## src/rtl/pc_sequencer_pkg.sv

```systemverilog
// Shared cpu package: fetch sequencer state encoding, parameter defaults
// and small arithmetic helpers used by the PC sequencer.
package pc_sequencer_pkg;

  typedef enum logic [1:0] {
    ST_FETCH = 2'd0,
    ST_WAIT  = 2'd1,
    ST_HOLD  = 2'd2,
    ST_ERR   = 2'd3
  } seq_state_e;

  localparam int unsigned DEFAULT_PC_W     = 32;
  localparam int unsigned DEFAULT_RESET_PC = 0;
  localparam int unsigned DEFAULT_TIMEOUT  = 15;
  localparam int unsigned WAIT_CNT_W       = 4;

  // Saturating increment for the WAIT cycle counter.
  function automatic logic [WAIT_CNT_W-1:0] sat_inc(input logic [WAIT_CNT_W-1:0] v);
    logic [WAIT_CNT_W-1:0] r;
    if (v == {WAIT_CNT_W{1'b1}}) begin
      r = v;
    end else begin
      r = v + {{(WAIT_CNT_W-1){1'b0}}, 1'b1};
    end
    return r;
  endfunction

endpackage

```

## src/rtl/pc_sequencer_branch_decide.sv

```systemverilog
// Branch/jump decision: a resolve is taken on a jump, a BRZ with zero set,
// or a BRN with neg set.
module branch_decide (
  input  logic resolve,
  input  logic branch,
  input  logic btype,
  input  logic jump,
  input  logic neg,
  input  logic zero,
  output logic taken
);

  assign taken = resolve & (jump | (branch & ~btype & zero) | (branch & btype & neg));

endmodule

```

## src/rtl/pc_sequencer.sv

```systemverilog
// Instruction fetch sequencer: walks the PC through FETCH/WAIT/HOLD, captures
// returned instructions, redirects on taken resolves and traps on fetch timeout.
module pc_sequencer
  import pc_sequencer_pkg::*;
#(
  parameter int unsigned       PC_W     = DEFAULT_PC_W,
  parameter logic [PC_W-1:0]   RESET_PC = PC_W'(DEFAULT_RESET_PC),
  parameter int unsigned       TIMEOUT  = DEFAULT_TIMEOUT
) (
  input  logic            in_clk,
  input  logic            in_rst,
  input  logic            in_stall,
  input  logic            in_imem_ack,
  input  logic [31:0]     in_imem_data,
  input  logic            in_resolve,
  input  logic            in_ctrl_branch,
  input  logic            in_ctrl_btype,
  input  logic            in_ctrl_jump,
  input  logic            in_ctrl_neg,
  input  logic            in_ctrl_zero,
  input  logic [PC_W-1:0] in_target,
  output logic            out_imem_req,
  output logic [PC_W-1:0] out_imem_addr,
  output logic [31:0]     out_instr,
  output logic            out_instr_valid,
  output logic [PC_W-1:0] out_pc,
  output logic            out_flush,
  output logic            out_err
);

  localparam logic [WAIT_CNT_W-1:0] TIMEOUT_LAST = WAIT_CNT_W'(TIMEOUT - 1);

  seq_state_e            state_r;
  seq_state_e            state_next_s;
  logic [PC_W-1:0]       pc_r;
  logic [31:0]           instr_r;
  logic [PC_W-1:0]       instr_pc_r;
  logic                  valid_r;
  logic                  flush_r;
  logic                  err_r;
  logic [WAIT_CNT_W-1:0] cnt_r;

  logic taken_s;
  logic load_s;
  logic redirect_s;
  logic clr_valid_s;
  logic cnt_clr_s;
  logic cnt_inc_s;
  logic set_err_s;

  branch_decide u_branch_decide (
    .resolve (in_resolve),
    .branch  (in_ctrl_branch),
    .btype   (in_ctrl_btype),
    .jump    (in_ctrl_jump),
    .neg     (in_ctrl_neg),
    .zero    (in_ctrl_zero),
    .taken   (taken_s)
  );

  // Next-state and datapath strobes; a taken resolve outranks ack and timeout.
  always_comb begin
    state_next_s = state_r;
    load_s       = 1'b0;
    redirect_s   = 1'b0;
    clr_valid_s  = 1'b0;
    cnt_clr_s    = 1'b0;
    cnt_inc_s    = 1'b0;
    set_err_s    = 1'b0;
    case (state_r)
      ST_FETCH: begin
        if (taken_s) begin
          redirect_s = 1'b1;
        end else begin
          state_next_s = ST_WAIT;
          cnt_clr_s    = 1'b1;
        end
      end
      ST_WAIT: begin
        if (taken_s) begin
          redirect_s = 1'b1;
        end else if (in_imem_ack) begin
          load_s       = 1'b1;
          state_next_s = ST_HOLD;
        end else if (cnt_r == TIMEOUT_LAST) begin
          set_err_s    = 1'b1;
          state_next_s = ST_ERR;
        end else begin
          cnt_inc_s = 1'b1;
        end
      end
      ST_HOLD: begin
        if (taken_s) begin
          redirect_s = 1'b1;
        end else if (!in_stall) begin
          clr_valid_s  = 1'b1;
          state_next_s = ST_FETCH;
        end else begin
          state_next_s = ST_HOLD;
        end
      end
      ST_ERR: begin
        clr_valid_s  = 1'b1;
        state_next_s = ST_ERR;
      end
      default: begin
        state_next_s = ST_FETCH;
      end
    endcase
    if (redirect_s) begin
      clr_valid_s  = 1'b1;
      state_next_s = ST_FETCH;
    end else begin
      clr_valid_s  = clr_valid_s;
    end
  end

  // FSM state register.
  always_ff @(posedge in_clk) begin
    if (in_rst) begin
      state_r <= ST_FETCH;
    end else begin
      state_r <= state_next_s;
    end
  end

  // PC, captured instruction, flags and WAIT counter.
  always_ff @(posedge in_clk) begin
    if (in_rst) begin
      pc_r       <= RESET_PC;
      instr_r    <= 32'd0;
      instr_pc_r <= '0;
      valid_r    <= 1'b0;
      flush_r    <= 1'b0;
      err_r      <= 1'b0;
      cnt_r      <= '0;
    end else begin
      flush_r <= redirect_s;
      if (redirect_s) begin
        pc_r <= in_target;
      end else if (load_s) begin
        pc_r <= pc_r + PC_W'(1);
      end
      if (load_s) begin
        instr_r    <= in_imem_data;
        instr_pc_r <= pc_r;
        valid_r    <= 1'b1;
      end else if (clr_valid_s) begin
        valid_r <= 1'b0;
      end
      if (cnt_clr_s) begin
        cnt_r <= '0;
      end else if (cnt_inc_s) begin
        cnt_r <= sat_inc(cnt_r);
      end
      if (set_err_s) begin
        err_r <= 1'b1;
      end
    end
  end

  // Request is a decode of the state register, held off while reset is applied.
  assign out_imem_req    = ((state_r == ST_FETCH) || (state_r == ST_WAIT)) && !in_rst;
  assign out_imem_addr   = pc_r;
  assign out_instr       = instr_r;
  assign out_instr_valid = valid_r;
  assign out_pc          = instr_pc_r;
  assign out_flush       = flush_r;
  assign out_err         = err_r;

endmodule
```

## config.mk

```make
export PLATFORM = sky130hd
export DESIGN_NAME = pc_sequencer
export DESIGN_NICKNAME = d
export VERILOG_FILES = /design/src/rtl/pc_sequencer_pkg.sv /design/src/rtl/pc_sequencer_branch_decide.sv /design/src/rtl/pc_sequencer.sv
export SDC_FILE = /design/constraint.sdc
export NUM_CORES = 1
export LEC_CHECK = 0
export ABC_AREA = 1
export CELL_PAD_IN_SITES_DETAIL_PLACEMENT = 0
export CELL_PAD_IN_SITES_GLOBAL_PLACEMENT = 1
export CORE_UTILIZATION = 28
export DETAILED_ROUTE_END_ITERATION = 10
export GPL_ROUTABILITY_DRIVEN = 1
export PLACE_DENSITY = 0.75
export SLEW_MARGIN = 25
export SYNTH_ARGS = -nofsm -noshare
export SYNTH_HDL_FRONTEND = slang
export SYNTH_SLANG_ARGS = --single-unit
```

## constraint.sdc

```tcl
create_clock -name in_clk -period 1.5 [get_ports in_clk]
set_clock_uncertainty 0.1 [all_clocks]
set_input_delay 0.225 -clock in_clk [delete_from_list [all_inputs] [get_ports in_clk]]
set_output_delay 0.225 -clock in_clk [all_outputs]
set_load 0.02 [all_outputs]
```

== Yosys cells after proc, flatten, opt, wreduce, memory -nomap -nowiden ==
Cells that the tools add are included.

* Muxes and demuxes: 30
* Reductions and logical operators: 11
* Bitwise operators: 9
* Equality and inequality tests: 9
* Add/sub/neg operators: 2

{| class="wikitable"
|+ Operator list
! kind !! number
|-
| $mux 32 || 2
|-
| $add 32x1->32 const B || 1
|-
| $mux 1 || 20
|-
| $mux 2 || 6
|-
| $eq 4x4->1 const B || 2
|-
| $pmux 2 s4 || 1
|-
| $ne 2x2->1 const B || 3
|-
| $and 1x1->1 || 5
|-
| $add 4x1->4 const B || 1
|-
| $eq 2x2->1 const B || 2
|-
| $reduce_and 4->1 || 1
|-
| $reduce_bool 2->1 || 2
|-
| $reduce_or 2->1 || 2
|-
| $ne 3x3->1 const B || 1
|-
| $reduce_or 3->1 || 1
|-
| $eq 2x1->1 const B || 1
|-
| $logic_not 2->1 || 1
|-
| $not 1->1 || 2
|-
| $or 1x1->1 || 2
|-
| $pmux 1 s2 || 1
|-
| $reduce_and 2->1 || 1
|-
| $logic_and 1x1->1 || 1
|-
| $logic_not 1->1 || 1
|-
| $logic_or 1x1->1 || 1
|}

* Output and inout port bits: 100
* Bits in registers: 105
* Word-level logic and storage cells: 69

== Depth between registers and ports, before layout ==
Gate-level depths: netlist of the first run.

* Word-level depth: 11
* Depth in mapped cells: 12

== Modules after synthesis ==
Synthesis of the first run repeated with hierarchy kept, for this count alone.

* Cell total of the unflattened synthesis: 705
* Area total of the unflattened synthesis: 4964.8 µm²

{| class="wikitable"
|+ By module, submodules not included
! module !! cells each !! area each (µm²) !! times used !! seq. area each (µm²)
|-
| pc_sequencer || 698 || 4934.7 || 1 || 2102.0
|-
| branch_decide || 7 || 30.0 || 1 || 0.0
|}

== Least setup slack after synthesis of the first run ==
Ideal clock, no wire load.

* Kind: reg2reg
* Start: register pc_r[0], in the netlist out_imem_addr[0]
* End: register pc_r[20], in the netlist out_imem_addr[20]
* Setup slack: -0.239 ns
* Period minus slack after synthesis: 1.739 ns
* Cell stages (with the launch flop): 9
* Buffers on the path: 0
* Arrival time: 1.507 ns
* Cells stage by stage: dfxtp_1 -> ha_1 -> nand3_2 -> nor2_4 -> nand3_2 -> nor2_2 -> nand3_1 -> nand3_1 -> a21oi_1

* Cells in the longest elaborated chain, start to end: 3

{| class="wikitable"
|+ RTL lines
! item !! line !! RTL
|-
| start: declaration || pc_sequencer.sv:35 || <nowiki>logic [PC_W-1:0] pc_r;</nowiki>
|-
| start signal: assignment || pc_sequencer.sv:140 || <nowiki>pc_r <= in_target;</nowiki>
|-
| start signal: assignment || pc_sequencer.sv:142 || <nowiki>pc_r <= pc_r + PC_W'(1);</nowiki>
|-
| $add 32x1->32 || pc_sequencer.sv:142 ||
|-
| $mux 32 || pc_sequencer.sv:141 || <nowiki>end else if (load_s) begin</nowiki>
|-
| $mux 32 || pc_sequencer.sv:139 || <nowiki>if (redirect_s) begin</nowiki>
|}

Every way passes these cells. The select of a mux whose other input is x is not followed.
A chain may end at the register's enable or synchronous reset.

== Final worst setup path of the first run ==
* Start: register pc_r[1], in the netlist out_imem_addr[1]
* End: register pc_r[20], in the netlist out_imem_addr[20]

The elaborated chain is that of the path after synthesis.

==> summary.txt, run 1 <==
Synthesis
  – Largest area contributor in the netlist: dfxtp_1
  – Synth Register Bits: 105
  – Post-synth EDFFs: 0
  – Top post-synthesis cells by area: dfxtp_1, nand2_1, nor2_1
  – Avg Cell Area, Syn: 6.679 sq um
  – Post-Synthesis Cells: 766
  – Seq/Total Area, Yosys: 41.09%
  – Main synth FF type: dfxtp_1
  – Share of flip-flops with an asynchronous set or reset: 0%
  – Most instantiated cells after synthesis: nand2_1, nor2_1, dfxtp_1
  – Cell Area, Synth: 5116 sq um
  – Net count after synthesis: 843
  – Synthesis Warnings: 0
  – Yosys top cell area share: 41.09%
  – Cell variety after synth: 40
  – Most numerous cell in the Yosys netlist: nand2_1

Critical path
  – Endpoint class of the critical path: register
  – Reg-to-reg endpoint: out_imem_addr[20]$_SDFFE_PP0P_
  – Worst reg2reg path depth: 9
  – CP Launch Type: register
  – WP data arrival: 1.71 ns
  – Worst reg2reg startpoint: out_imem_addr[1]$_SDFFE_PP0P_
  – CP top delay family: simple AND/OR/NAND/NOR gates
  – CP Class: register to register
  – Max Fanout on Critical Path: 4
  – CP required: 1.68 ns
  – Worst path cell trace: ha_4 -> nand3_4 -> nor2_4 -> nand2_2 -> nor2_4 -> nand2_1 -> nand2_1 -> nand3_1 -> a21oi_1
  – WP buf/inv: 0
  – Reg2reg setup slack: -0.03 ns
  – Max stage delay cell, worst path: dfxtp_4
  – CP peak stage delay: 0.37 ns

Timing
  – RSZ-0062 raised after global routing: yes
  – Period Utilization, post-route: 102.0%
  – Rel. slew slack: 80.53%
  – Final Max Tran Viols: 0
  – Min Hold Slack: 0.3358 ns
  – Tmin final: 1.530 ns
  – Final setup viols: 8
  – Final hold viol count: 0
  – Slew @ Worst Pin: 0.2921 ns
  – Highest Clock Rate: 653.7 MHz
  – Final WS setup: -0.02974 ns

Global routing
  – Largest net degree at the start of global routing: 38
  – GRT Util Overall: 19.28%
  – Aggregate global routing overflow: 0
  – Initial antenna violation count: 0
  – First-pass GRT wire length: 27680 um
  – Vias in the first global route: 5352

Floorplan
  – Initial core utilization: 28.48%
  – Boundary Pins: 174
  – Total Die Area: 18820 sq um
  – Die span in y: 137.2 um
  – # rows: 49
  – Core footprint: 17960 sq um
  – Die X: 137.2 um

Routing
  – Post-DRT Antenna Nets: 0
  – Met3 Routed Length: 969 um
  – Met1 WL: 8730 um
  – Via count: 5834
  – First-pass iteration count of the detailed router: 6
  – Top sig layer: met4
  – Routed wire per std cell: 14.44 um
  – Total wire length: 18410 um
  – Initial DRC Count: 271
  – Vias per Instance: 4.576
  – DRC violation count after routing: 0
  – Routed wl met2: 8457 um

Min path
  – Worst Hold Endpoint: out_imem_addr[0]$_SDFFE_PP0P_
  – HP Class: input port to register
  – WHS Path Cells: 3
  – HP Start: in_target[0]

Clock network
  – Clock Tree Root: clkbuf_16
  – Max clock buf depth: 2
  – Clock Sinks: 105
  – CTS H-Tree Depth: 3
  – Skew-Pair Late Insertion Delay: 0.35 ns
  – Worst-path clk slew: 0.07 ns
  – CTS buffer count: 9
  – CTS tree: yes

Power
  – Switching Share: 28.66%
  – Comb power frac: 23.5%
  – Internal: 5312 uW
  – Clock power frac: 34.8%
  – Max IR drop VDD: 0.5942 mV
  – NetSw: 2134 uW
  – Sequential fraction of design power: 41.7%
  – Pwr dens: 854.3 nW/um^2
  – Lkg Pwr: 0.003822 uW

Cells and area
  – P&R area growth vs syn: 70.38%
  – N_diodes: 0
  – Non-Filler Instances: 1275
  – Layout fillers: 1811
  – Share of cells above drive strength 1: 27.63%
  – Final nets: 1118

Placed design
  – DP Cell Count: 1233
  – Gpl congestion: 0.8536
  – IO buf count: 173
  – Placed wire-length estimate: 13550 um

Run
  – Max Cap Viol: 0

Outcome
  – Failing checks: setup timing
  – Status: complete, but fails checks
[sequential cells by signal (all words and copies together), names as in the netlist]
| register | flops |
|---|---|
| cnt_r | 4 |
| out_err | 1 |
| out_flush | 1 |
| out_imem_addr | 32 |
| out_instr | 32 |
| out_instr_valid | 1 |
| out_pc | 32 |
| state_r | 2 |
[layout by cell type (no fill, tap or decap), drive strengths merged, types with 2 or more instances in the layout]
cell type,instances
a21oi,51
and3,2
buf,123
bufinv,2
clkbuf,26
clkdlybuf4s15,14
clkdlybuf4s50,68
clkinv,3
clkinvlp,2
dfxtp,105
dlygate4sd2,77
dlymetal6s2s,2
ha,3
inv,74
nand2,165
nand3,47
nand4,11
nor2,161
nor3,7
o211ai,4
o21ai,82
o21bai,2
or2,2
xor2,4
[metal layers]
| metal | global-route usage (%) | up-vias |
|---|---|---|
| met2 | 30.75 | 149 |
| met3 | 3.679 | 17 |
| li1 | - | 3020 |
| met5 | 0 | - |
| met4 | 5.433 | 0 |
| met1 | 26.31 | 2648 |
[how the worst max path moves through the flow]
stage	endpoint	from	cells past startpoint
floorplan	out_imem_addr[20]$_SDFFE_PP0P_	out_imem_addr[0]$_SDFFE_PP0P_	8
global placement	out_instr[2]$_SDFFE_PP0P_	in_ctrl_btype	10
detailed placement	out_instr[16]$_SDFFE_PP0P_	in_ctrl_btype	10
CTS	cnt_r[2]$_SDFFE_PP0P_	cnt_r[0]$_SDFFE_PP0P_	9
global route	out_imem_addr[23]$_SDFFE_PP0P_	out_imem_addr[1]$_SDFFE_PP0P_	9
finish	out_imem_addr[20]$_SDFFE_PP0P_	out_imem_addr[1]$_SDFFE_PP0P_	9
[power by group through the flow]
stage | Clock (uW) | Combinational, uW | Sequential, uW
detailed placement | 0 | 1680 | 3160
CTS | 2670 | 1620 | 3100
floorplan | 0 | 555 | 3370
global route | 2790 | 1910 | 3130
finish | 2590 | 1750 | 3110
global placement | 0 | 1670 | 3160
[worst reg2reg max path: cells and delay by family (launching register included)]
kind	cells	cell delay [ns]
fa+ha+maj	1	0.15
simple gates	7	0.70
compound gates	1	0.12
flops	1	0.37
[kinds of logic (layout without fill, tap and decap cells)]
kind of cell	after synthesis	after routing	share of synthesized area [%]
AOI/OAI and AO/OA	145	145	14.92
buffers and inverters	111	391	9.391
DFF	105	105	41.09
and+or+nand+nor	397	397	33.02
adders and majority gates	3	3	0.7338
xor gates and xnor gates	5	5	0.8559
[timing repair]
item	in CTS	in global routing
gates cloned	1	2
resized for setup	183	159
pin swaps	9	23
setup endpoints to repair	179	74
buffers inserted	3	23
hold buffers	0	0
[layout make-up]
class | count | area [sq um] | area share (%)
Sequential cell | 105 | 2170 | 24.89
Tap cell | 229 | 286.5 | 3.287
Timing Repair Buffer | 298 | 2744 | 31.48
Inverter | 76 | 311.5 | 3.574
Clock inverter | 4 | 76.32 | 0.8756
Timing Repair inverter | 1 | 11.26 | 0.1292
Multi-Input combinational cell | 550 | 2872 | 32.94
Clock buffer | 12 | 246.5 | 2.828
[through the flow]
stage / setup slack, ns / power [uW] / util (%) / setup TNS (ns) / area, sq um
2_1_floorplan: 0.009084 / 3922 / - / 0 / 5146
3_3_place_gp: -0.4396 / 4834 / 43.49 / -38.69 / 7812
3_5_place_dp: -0.4901 / 4840 / 43.49 / -41.62 / 7812
4_1_cts: 0.0003533 / 7384 / 45.78 / 0 / 8223
5_1_grt: -0.1472 / 7837 / 48.53 / -1.946 / 8717
6_report: -0.02974 / 7447 / 48.53 / -0.09502 / 8717
(Power assumes the default switching activity.)
==> run 2, diff against run 1 <==
- SKIP_CTS_REPAIR_TIMING: default -> 1
==> run 2 against run 1 <==
  * The run still ends with setup timing left
  * Cell count is 0.86% higher
  * Core utilization is 5.1 points higher
  * Critical path type unchanged
  * Sequential power hardly changed
==> summary.txt, run 2 (synthesis results as in run 1) <==
Global routing
  – Vias in the first global route: 5334
  – Aggregate global routing overflow: 0
  – First-pass GRT wire length: 27340 um
  – Initial antenna violation count: 0
  – Largest net degree at the start of global routing: 38
  – GRT Util Overall: 19.01%

Clock network
  – Max clock buf depth: 2
  – Worst-path clk slew: 0.07 ns
  – Clock Tree Root: clkbuf_16
  – Clock Sinks: 105
  – CTS H-Tree Depth: 3
  – CTS tree: yes
  – Skew-Pair Late Insertion Delay: 0.35 ns
  – CTS buffer count: 9

Floorplan
  – Initial core utilization: 28.48%
  – Core footprint: 17960 sq um
  – # rows: 49
  – Die span in y: 137.2 um
  – Boundary Pins: 174
  – Die X: 137.2 um
  – Total Die Area: 18820 sq um

Routing
  – Met1 WL: 9084 um
  – Routed wl met2: 9352 um
  – DRC violation count after routing: 0
  – Routed wire per std cell: 15.40 um
  – Post-DRT Antenna Nets: 0
  – Top sig layer: met4
  – Met3 Routed Length: 1069 um
  – Vias per Instance: 4.666
  – Via count: 6001
  – Total wire length: 19810 um
  – First-pass iteration count of the detailed router: 5
  – Initial DRC Count: 274

Timing
  – RSZ-0062 raised after global routing: yes
  – Period Utilization, post-route: 106.8%
  – Final setup viols: 8
  – Tmin final: 1.602 ns
  – Final Max Tran Viols: 0
  – Final hold viol count: 0
  – Highest Clock Rate: 624.4 MHz
  – Final WS setup: -0.1016 ns
  – Slew @ Worst Pin: 0.3090 ns
  – Rel. slew slack: 79.36%

Critical path
  – WP data arrival: 1.73 ns
  – CP Launch Type: register
  – CP Class: register to register
  – Max Fanout on Critical Path: 3
  – Endpoint class of the critical path: register
  – CP required: 1.63 ns

Cells and area
  – Most frequent cells in the layout: nand2_1, dlymetal6s2s_1, buf_4, nor2_1, dfxtp_1
  – Share of cells above drive strength 1: 32.26%
  – Commonest non-fill, non-tap cell in the layout: nand2_1
  – Reg area: 2183 sq um
  – Layout fillers: 1676
  – Final nets: 1129
  – Design Area, Final: 9637 sq um
  – N_diodes: 0
  – Final core occ: 53.65%
  – Multi-input gate area: 3152 sq um
  – P&R area growth vs syn: 88.36%

Placed design
  – IO buf count: 173
  – Area post-placement: 7812 sq um
  – Gpl congestion: 0.8536
  – Placed wire-length estimate: 13550 um

Run
  – Max Cap Viol: 0

Power
  – Pwr dens: 798.9 nW/um^2
  – Max IR drop VDD: 0.5813 mV
  – Lkg Pwr: 0.005457 uW

Min path
  – HP Class: input port to register

Outcome
  – Failing checks: setup timing
  – Status: complete, but fails checks
-- run 2: worst paths after layout --
path                                       from                        endpoint  slack (ns)  depth (start not counted)
setup / recovery  out_imem_addr[4]$_SDFFE_PP0P_  out_imem_addr[14]$_SDFFE_PP0P_       -0.10                          8
hold / removal                     in_target[0]   out_imem_addr[0]$_SDFFE_PP0P_        0.34                          3
setup reg to reg  out_imem_addr[4]$_SDFFE_PP0P_  out_imem_addr[14]$_SDFFE_PP0P_       -0.10                          8
hold reg to reg            out_err$_SDFFE_PP0P_            out_err$_SDFFE_PP0P_        0.36                          2
-- run 2: critical path, stage by stage, from the launching register on --
cell     delay, ns
dfxtp_2       0.36
nand2_1       0.10
nor2_1        0.19
nand2_2       0.10
buf_4         0.16
o21ai_0       0.23
nand3_1       0.12
nand3_1       0.08
a21oi_1       0.05
-- run 2: stage by stage --
stage | setup TNS (ns) | cells | total power [uW] | worst slack [ns] | hold slack, ns
after CTS | -23.11 | 1249 | 7451 | -0.3322 | 0.3336
after global placement | -38.69 | 1233 | 4834 | -0.4396 | 0.3420
after global routing | -2.622 | 1286 | 8069 | -0.2108 | 0.3641
final | -0.3140 | 1286 | 7699 | -0.1016 | 0.3376
after detailed placement | -41.62 | 1233 | 4840 | -0.4901 | 0.3498
after floorplan | 0 | 766 | 3922 | 0.009084 | 0.2345
-- run 2: layout make-up --
class | instances | share of cell area (%)
tap | 229 | 2.973
clock inverter | 4 | 0.7920
timing repair inverter | 2 | 0.4285
multi-input combinational | 550 | 32.71
timing repair buffer | 308 | 34.58
sequential | 105 | 22.66
inverter | 76 | 3.311
clock buffer | 12 | 2.558
-- run 2: power by group --
part	internal (uW)	switching [uW]	total (uW)
Sequential	2960	159	3120
Clock	1520	1100	2610
Combinational	992	972	1960
Total	5470	2230	7700
-- run 2: layer usage --
metal  vias to the layer above  track usage, %
li1                       3045               -
met1                      2773           26.13
met2                       164           29.97
met3                        19           3.716
met4                         0           5.495
met5                         -               0
==> run 3, diff against run 2 <==
- REMOVE_ABC_BUFFERS: default -> 1
==> run 3 against run 2 <==
  * The run still ends with setup timing left
  * Critical path depth rose by 3
  * Cell count shrank 1.2%
  * Die area unchanged
  * Non-clock buffer count decreased by 14
  * Design area is 3.0% lower
  * Sequential share of layout area increased by 0.43 points
  * Total power shrank 4.7%
  * Count of clock-buffer cells in the layout down 3
  * Largest power group unchanged
==> summary.txt, run 3 (synthesis results as in run 1) <==
Outcome
  – Status: complete, but fails checks
  – Failing checks: setup timing

Timing
  – Tmin final: 1.644 ns
  – Sum Neg Setup Slack: -1.083 ns
  – Final hold viol count: 0
  – Final setup viols: 14
  – Final Max Tran Viols: 0
  – Slew @ Worst Pin: 0.3948 ns
  – Final WS setup: -0.1444 ns
  – Highest Clock Rate: 608.1 MHz
  – RSZ-0062 raised after global routing: yes
  – Period Utilization, post-route: 109.6%
  – Rel. slew slack: 73.63%
  – Min Hold Slack: 0.3264 ns

Floorplan
  – # rows: 49
  – Die X: 137.2 um
  – Die span in y: 137.2 um
  – Core footprint: 17960 sq um
  – Total Die Area: 18820 sq um
  – Initial core utilization: 28.48%
  – Boundary Pins: 174

Critical path
  – Reg2reg setup slack: -0.14 ns
  – Max Fanout on Critical Path: 5
  – Worst reg2reg path depth: 11
  – CP required: 1.65 ns
  – Worst reg2reg startpoint: out_imem_addr[1]$_SDFFE_PP0P_
  – Endpoint class of the critical path: register
  – CP Launch Type: register
  – CP Class: register to register
  – Reg-to-reg endpoint: out_imem_addr[31]$_SDFFE_PP0P_
  – WP data arrival: 1.79 ns

Power
  – Total power: 7337 uW
  – Pwr dens: 784.8 nW/um^2
  – Sequential fraction of design power: 42.5%
  – Clock power frac: 31.8%
  – Switching Share: 31.02%
  – NetSw: 2275 uW
  – Lkg Pwr: 0.005213 uW
  – Max IR drop VDD: 0.5492 mV
  – Comb power frac: 25.7%
  – Internal: 5061 uW

Routing
  – DRC violation count after routing: 0
  – Via count: 5854
  – Total wire length: 19400 um
  – Routed wire per std cell: 15.26 um
  – First-pass iteration count of the detailed router: 6
  – Initial DRC Count: 325
  – Post-DRT Antenna Nets: 0
  – Vias per Instance: 4.606

Min path
  – Worst Hold Endpoint: out_imem_addr[0]$_SDFFE_PP0P_
  – WHS Path Cells: 3
  – HP Start: in_target[0]
  – HP Class: input port to register

Placed design
  – Placed wire-length estimate: 13400 um
  – IO buf count: 173
  – Gpl congestion: 0.8245

Cells and area
  – Layout fillers: 1766
  – Final nets: 1114
  – Commonest non-fill, non-tap cell in the layout: nand2_1
  – N_diodes: 0
  – Most frequent cells in the layout: nand2_1, dlymetal6s2s_1, nor2_1, buf_4, dfxtp_1
  – Share of cells above drive strength 1: 31.86%
  – Final core occ: 52.04%
  – P&R area growth vs syn: 82.73%

Clock network
  – Skew-Pair Late Insertion Delay: 0.36 ns
  – CTS tree: yes
  – Worst-path clk slew: 0.07 ns
  – Max clock buf depth: 2
  – Clock Sinks: 105
  – Clock Tree Root: clkbuf_16
  – CTS H-Tree Depth: 3
  – CTS buffer count: 9

Run
  – Max Cap Viol: 0

Global routing
  – GRT Util Overall: 18.97%
  – Largest net degree at the start of global routing: 45
  – Vias in the first global route: 5430
  – Initial antenna violation count: 0
  – First-pass GRT wire length: 27470 um
  – Aggregate global routing overflow: 0
run 3: critical path: stages, from the launching register on:
cell and delay, ns:
dfxtp_4 0.38, buf_6 0.11, nand2_4 0.06, nor2_4 0.23, buf_6 0.14, nand2_4 0.07, nor2_4 0.14, nand2_1 0.07
nand2_1 0.06, nand3_1 0.06, nand2_1 0.07, a21oi_1 0.06
run 3: layer usage:
metal | track usage (%) | wire length [um]
met3 | 4.746 | 1330
met4 | 4.457 | 226
met2 | 31.85 | 9217
met5 | 0 | 0
met1 | 24.24 | 8622
run 3: area by class of cell:
cell class,count,area [sq um],area share [%]
tap,229,286.5,3.065
sequential,105,2158,23.09
multi-input combinational,551,3147,33.66
clock inverter,7,60.06,0.6424
inverter,76,312.8,3.346
timing repair buffer,294,3159,33.79
clock buffer,9,225.2,2.409
run 3: worst max path at each step:
stage,slack [ns],end,from,depth (start not counted)
3_3_place_gp,-0.43,out_imem_addr[23]$_SDFFE_PP0P_,in_ctrl_branch,11
5_1_grt,-0.25,out_imem_addr[31]$_SDFFE_PP0P_,out_imem_addr[1]$_SDFFE_PP0P_,11
3_5_place_dp,-0.48,out_imem_addr[15]$_SDFFE_PP0P_,in_ctrl_branch,8
6_report,-0.14,out_imem_addr[31]$_SDFFE_PP0P_,out_imem_addr[1]$_SDFFE_PP0P_,11
4_1_cts,-0.42,out_imem_addr[3],out_imem_addr[3]$_SDFFE_PP0P_,3
2_1_floorplan,-0.48,out_imem_addr[6]$_SDFFE_PP0P_,in_ctrl_branch,8
run 3: per-stage QoR:
step / instances / setup slack (ns) / instance area [sq um]
6_report: 1271 / -0.1444 / 9349
5_1_grt: 1271 / -0.2541 / 9349
4_1_cts: 1243 / -0.4203 / 8085
3_5_place_dp: 1227 / -0.4837 / 7800
3_3_place_gp: 1227 / -0.4291 / 7800
2_1_floorplan: 731 / -0.4835 / 4926
run 3: power by group through the flow:
stage,Sequential (uW),Combinational (uW),Clock [uW]
finish,3120,1880,2330
floorplan,3360,491,0
global placement,3160,1700,0
CTS,3090,1710,2420
detailed placement,3160,1700,0
global route,3150,2050,2530
